===== src/rtl/stream_demux_1x4_if.sv =====
// Handshake and data bundle for the 1-to-4 stream demultiplexer.
// The master side drives beats and per-channel ready; the slave side is the demux.
interface stream_demux_1x4_if #(
  parameter int in_width = 8
);
  logic [in_width-1:0] input0;
  logic                in_valid;
  logic [1:0]          select;
  logic                in_ready;
  logic [in_width-1:0] output0;
  logic [in_width-1:0] output1;
  logic [in_width-1:0] output2;
  logic [in_width-1:0] output3;
  logic [3:0]          out_valid;
  logic [3:0]          out_ready;
  logic [7:0]          count0;
  logic [7:0]          count1;
  logic [7:0]          count2;
  logic [7:0]          count3;

  modport slave (
    input  input0, in_valid, select, out_ready,
    output in_ready, output0, output1, output2, output3, out_valid,
    output count0, count1, count2, count3
  );

  modport master (
    output input0, in_valid, select, out_ready,
    input  in_ready, output0, output1, output2, output3, out_valid,
    input  count0, count1, count2, count3
  );
endinterface


===== src/rtl/stream_demux_1x4.sv =====
// Routes each accepted beat to one of four single-entry output registers chosen by select.
// Latency: 1 cycle from accept to out_valid; each channel sustains 1 beat/cycle.
// Backpressure: in_ready drops only when the selected channel is full and not draining.
module stream_demux_1x4 #(
  parameter int in_width = 8
) (
  input logic               clk,
  input logic               rst_n,
  stream_demux_1x4_if.slave bus
);

  logic [in_width-1:0] data_q [4];
  logic [7:0]          cnt_q  [4];
  logic [3:0]          vld_q;
  logic [3:0]          load;
  logic [3:0]          deliver;
  logic                in_ready_w;
  logic                accept;

  // Only the selected channel gates acceptance; other channels never block.
  assign in_ready_w = !vld_q[bus.select] || bus.out_ready[bus.select];
  assign accept     = bus.in_valid && in_ready_w;
  assign deliver    = vld_q & bus.out_ready;

  for (genvar k = 0; k < 4; k++) begin : g_load
    assign load[k] = accept && (bus.select == 2'(k));
  end

  always_ff @(posedge clk) begin
    if (!rst_n) begin
      vld_q <= 4'b0000;
      for (int k = 0; k < 4; k++) begin
        data_q[k] <= '0;
        cnt_q[k]  <= 8'd0;
      end
    end else begin
      for (int k = 0; k < 4; k++) begin
        // A load wins over a same-edge drain so the channel stays full.
        if (load[k]) begin
          data_q[k] <= bus.input0;
          vld_q[k]  <= 1'b1;
        end else if (deliver[k]) begin
          vld_q[k]  <= 1'b0;
        end
        if (deliver[k]) begin
          cnt_q[k] <= cnt_q[k] + 8'd1;
        end
      end
    end
  end

  assign bus.in_ready  = in_ready_w;
  assign bus.out_valid = vld_q;
  assign bus.output0   = data_q[0];
  assign bus.output1   = data_q[1];
  assign bus.output2   = data_q[2];
  assign bus.output3   = data_q[3];
  assign bus.count0    = cnt_q[0];
  assign bus.count1    = cnt_q[1];
  assign bus.count2    = cnt_q[2];
  assign bus.count3    = cnt_q[3];

endmodule


===== src/flat_wrapper.sv =====
// flat-port wrapper written by rule: the top's interface ports become plain ports
module stream_demux_1x4_flat 
#(
  parameter int in_width = 8
)
  (clk, rst_n, bus_input0, bus_in_valid, bus_select, bus_out_ready, bus_in_ready, bus_output0, bus_output1, bus_output2, bus_output3, bus_out_valid, bus_count0, bus_count1, bus_count2, bus_count3);
  stream_demux_1x4_if #(.in_width(in_width)) bus_i ();
  input logic clk;
  input logic rst_n;
  input wire logic [$bits(bus_i.input0)-1:0] bus_input0;
  input wire logic [$bits(bus_i.in_valid)-1:0] bus_in_valid;
  input wire logic [$bits(bus_i.select)-1:0] bus_select;
  input wire logic [$bits(bus_i.out_ready)-1:0] bus_out_ready;
  output wire logic [$bits(bus_i.in_ready)-1:0] bus_in_ready;
  output wire logic [$bits(bus_i.output0)-1:0] bus_output0;
  output wire logic [$bits(bus_i.output1)-1:0] bus_output1;
  output wire logic [$bits(bus_i.output2)-1:0] bus_output2;
  output wire logic [$bits(bus_i.output3)-1:0] bus_output3;
  output wire logic [$bits(bus_i.out_valid)-1:0] bus_out_valid;
  output wire logic [$bits(bus_i.count0)-1:0] bus_count0;
  output wire logic [$bits(bus_i.count1)-1:0] bus_count1;
  output wire logic [$bits(bus_i.count2)-1:0] bus_count2;
  output wire logic [$bits(bus_i.count3)-1:0] bus_count3;
  assign bus_i.input0 = bus_input0;
  assign bus_i.in_valid = bus_in_valid;
  assign bus_i.select = bus_select;
  assign bus_i.out_ready = bus_out_ready;
  assign bus_in_ready = bus_i.in_ready;
  assign bus_output0 = bus_i.output0;
  assign bus_output1 = bus_i.output1;
  assign bus_output2 = bus_i.output2;
  assign bus_output3 = bus_i.output3;
  assign bus_out_valid = bus_i.out_valid;
  assign bus_count0 = bus_i.count0;
  assign bus_count1 = bus_i.count1;
  assign bus_count2 = bus_i.count2;
  assign bus_count3 = bus_i.count3;
  stream_demux_1x4 #(.in_width(in_width)) u_core (.clk(clk), .rst_n(rst_n), .bus(bus_i));
endmodule

===== config.mk =====
export PLATFORM = sky130hd
export DESIGN_NAME = stream_demux_1x4_flat
export DESIGN_NICKNAME = d
export VERILOG_FILES = /design/src/rtl/stream_demux_1x4_if.sv /design/src/rtl/stream_demux_1x4.sv /design/src/flat_wrapper.sv
export SDC_FILE = /design/constraint.sdc
export NUM_CORES = 1
export LEC_CHECK = 0
export ABC_AREA = 1
export BUFFER_PORTS_ARGS = -buffer_cell sky130_fd_sc_hd__buf_2
export CORE_AREA = 4 4 78 94
export CTS_CLUSTER_DIAMETER = 40
export CTS_CLUSTER_SIZE = 40
export DETAILED_ROUTE_END_ITERATION = 6
export DIE_AREA = 0 0 82 98
export HOLD_SLACK_MARGIN = 0.02
export PLACE_DENSITY = 0.74
export SYNTH_ARGS = -nofsm -noshare
export SYNTH_HDL_FRONTEND = slang
export SYNTH_SLANG_ARGS = --single-unit

===== constraint.sdc =====
create_clock -name clk -period 1.8 [get_ports clk]
set_clock_uncertainty 0.15 [all_clocks]
set_input_delay 0.09 -clock clk [delete_from_list [all_inputs] [get_ports clk]]
set_output_delay 0.09 -clock clk [all_outputs]
set_load 0.005 [all_outputs]

==> flow_summary_export.csv <==
group,metric,value,unit
floorplan,fp.dieW,82,µm
finish,layout.cells.non_filler,476,
worst_setup_path,crit_chain,"dlygate4sd3_1 -> buf_2 -> nand3_1 -> nand2_1 -> nor2_2 -> nand2_4 -> nand3_1 -> nand2_1",
sta,hold_ws,0.07241,ns
clock_tree,post-cts-setup-buffers,0,
clock_tree,clock_sinks,68,
pwr,power_density,853.2,nW/µm²
job,drv_cap,0,
routing,wirelength,6669,µm
pwr,switching_share,23.08,%
pwr,seq_power_share,56.0,%
sta,setup_tns,0,ns
sta,finalMaxSlewViolations,0,
worst_setup_path,critPathLaunchType,"primary input",
worst_setup_path,crit_path_top_delay_cell,"dlygate4sd3_1",
synthesis,synth_area,3064,µm²
synthesis,synth_warnings,0,
routing,via_per_inst,4.792,
worst_setup_path,crit_path_max_incr_delay,0.54,ns
grt,grt.total_usage,17.73,%
sta,finalHoldViolCount,0,
sta,setup_viol,0,
grt,grt_max_degree,18,
routing,wl_met1,2641,µm
synthesis,synth-seq-area-share,65.33,%
finish,area_delta_synth_final,26.34,%
floorplan,die_h,98,µm
pwr,vdd_drop_max,0.4460,mV
worst_setup_path,cp_data_arrival_time,1.50,ns
clock_tree,root_buffer,"clkbuf_8",
grt,antenna_found_initial,0,
pwr,p_switching,762.2,µW
placement,hpwl,4923,µm
routing,ant_nets,0,
clock_tree,cts_resized,0,
grt,overflow,0,
pwr,totalPowerFinal,3.303,mW
clock_tree,cts.clk_slew.worst_paths,0.07,ns
finish,nets,407,
grt,grt_pass1_vias,2260,
placement,dp.cells,448,
finish,num-fill-cells,562,
synthesis,synth_nets,303,
synthesis,synth_cells,282,
clock_tree,cts_buffers,9,
routing,wl_per_cell,14.01,µm
synthesis,synth.avg_cell_area,10.87,µm²
clock_tree,cts_max_level,3,
routing,dr_wl_met2,3432,µm
finish,drive_gt1_share,27.37,%
routing,num_vias,2281,
sta,fin_crit_sh,91.01,%
min_path,hold_path_class,"primary input to flop",
pwr,combPwrFrac,8.4,%
sta,rsz0062_at_grt,"false",
floorplan,io_pins,86,
floorplan,dieArea,8036,µm²
floorplan,rows,32,
sta,tightestPinTransition,0.4217,ns
finish,antenna_cells,0,
routing,drc,0,
sta,fmax,610.4,MHz
floorplan,initial_core_util,47.83,%
synthesis,ys_types,24,
worst_setup_path,crit_type,"primary input to flop",
pwr,clock_power_share,35.7,%
routing,drtPass1Iterations,4,
routing,dr_wl_met3,385,µm
grt,grt_pass1_wl,10760,µm
clock_tree,clk-insertion-delay-late,0.34,ns
sta,fin_crit,1.638,ns
pwr,p_int,2.541,mW
floorplan,core-area,6406,µm²
clock_tree,ctsLongestPathBuffers,2,
outcome,status,"finished clean",
clock_tree,tritoncts,"done",
synthesis,yosys_register_bits,68,
worst_setup_path,path_max_fanout,9,
placement,place_congestion,0.8588,
finish,ff_latch_area,2002,µm²
finish,multi_input_area,907.1,µm²
placement,portBuffers,85,
sta,max_slew_margin,71.89,%
routing,drt_iter0_drc,99,
worst_setup_path,worstPathRequired,1.66,ns
pwr,leakage,1.742,nW
worst_setup_path,endpoint_kind,"flop",
routing,routed.top_layer,"met4",
critical path, delay by kind of cell:
family | cells | cell delay [ns]
simple gates | 6 | 0.74
buf+inv | 2 | 0.67
cell usage after synthesis:
library cell	count	share of area [%]
buf_2	1	0.16
nor2_1	68	8.3
buf_6	1	0.37
a31oi_1	2	0.41
nand4_1	2	0.41
nand3_1	17	2.8
edfxtp_1	64	63
xor2_1	6	1.7
nor3_1	4	0.65
buf_4	1	0.25
xnor2_1	5	1.4
nand4_4	4	2.8
buf_1	1	0.12
nand2_1	43	5.3
nand2_4	1	0.37
a21oi_1	8	1.3
o21ai_0	6	0.98
nor2_4	1	0.37
ha_1	4	1.6
nor2_2	1	0.20
nand3b_1	4	0.98
inv_2	2	0.25
inv_1	32	3.9
dfxtp_1	4	2.6
timing repair:
action,4_1_cts,5_1_grt
setup endpoints to repair,0,0
hold buffers,12,0
endpoints found under the hold margin,33,0
sequential cells by signal (all words and copies together) (netlist names):
name,count
u_core.bus.out_valid,4
u_core.cnt_q,32
u_core.data_q,32
power by group through the flow:
stage	Clock (mW)	Combinational (mW)	Sequential [mW]
after global placement	0	0.253	1.88
after CTS	1.19	0.280	1.85
final	1.18	0.276	1.85
after floorplan	0	0.129	1.88
after global routing	1.26	0.308	1.86
after detailed placement	0	0.257	1.88
cells in the final DEF, fill, tap and decap left out, types with 4 or more instances in the layout:
| cell type | instances |
|---|---|
| edfxtp_1 | 64 |
| dfxtp_1 | 4 |
| nor2_1 | 68 |
| nand3b_1 | 4 |
| nand4_4 | 4 |
| buf_2 | 85 |
| nand2_1 | 43 |
| xnor2_1 | 5 |
| xor2_1 | 6 |
| ha_1 | 4 |
| inv_1 | 32 |
| clkbuf_8 | 9 |
| a21oi_1 | 8 |
| nor3_1 | 4 |
| nand3_1 | 17 |
| o21ai_0 | 6 |
| dlygate4sd3_1 | 12 |
cell families (layout without fill, tap and decap cells):
kind of cell | after synthesis | count (layout) | share of synthesized area [%]
compound gates | 16 | 16 | 2.695
fa+ha+maj | 4 | 4 | 1.633
xor+xnor | 11 | 11 | 3.144
flops | 68 | 68 | 65.33
simple gates | 145 | 145 | 22.13
buf+inv | 38 | 147 | 5.063
stage by stage:
step	area, µm²	setup slack (ns)	utilization [%]
global route	3871	0.02697	60.43
floorplan	3064	0.3297	-
finish	3871	0.1617	60.43
detailed placement	3568	0.1573	55.70
global placement	3568	0.2232	55.70
CTS	3871	0.1553	60.43
metal layers:
metal / global-route usage [%] / vias to the layer above
li1: - / 1153
met1: 20.50 / 1049
met4: 9.207 / 0
met5: 0 / -
met2: 29.74 / 60
met3: 4.336 / 19
final timing paths:
check                           cells past startpoint  slack, ns               startpoint                      end
worst max-delay path                                8       0.16         bus_out_ready[2]      u_core.data_q[2][2]
worst min-delay path                                3       0.07             bus_in_valid  u_core.bus.out_valid[3]
worst max register to register                      7       0.18  u_core.bus.out_valid[0]      u_core.data_q[2][2]
worst min register to register                      2       0.35  u_core.bus.out_valid[1]  u_core.bus.out_valid[1]
area by class of cell:
cell class,instances,area share [%]
Sequential cell,68,51.71
Multi-Input combinational cell,176,23.43
Timing Repair Buffer,97,14.09
Clock buffer,10,3.297
Inverter,34,3.297
Tap cell,85,2.747
Clock inverter,6,1.422
No activity file was read; power rests on OpenSTA's default activity.
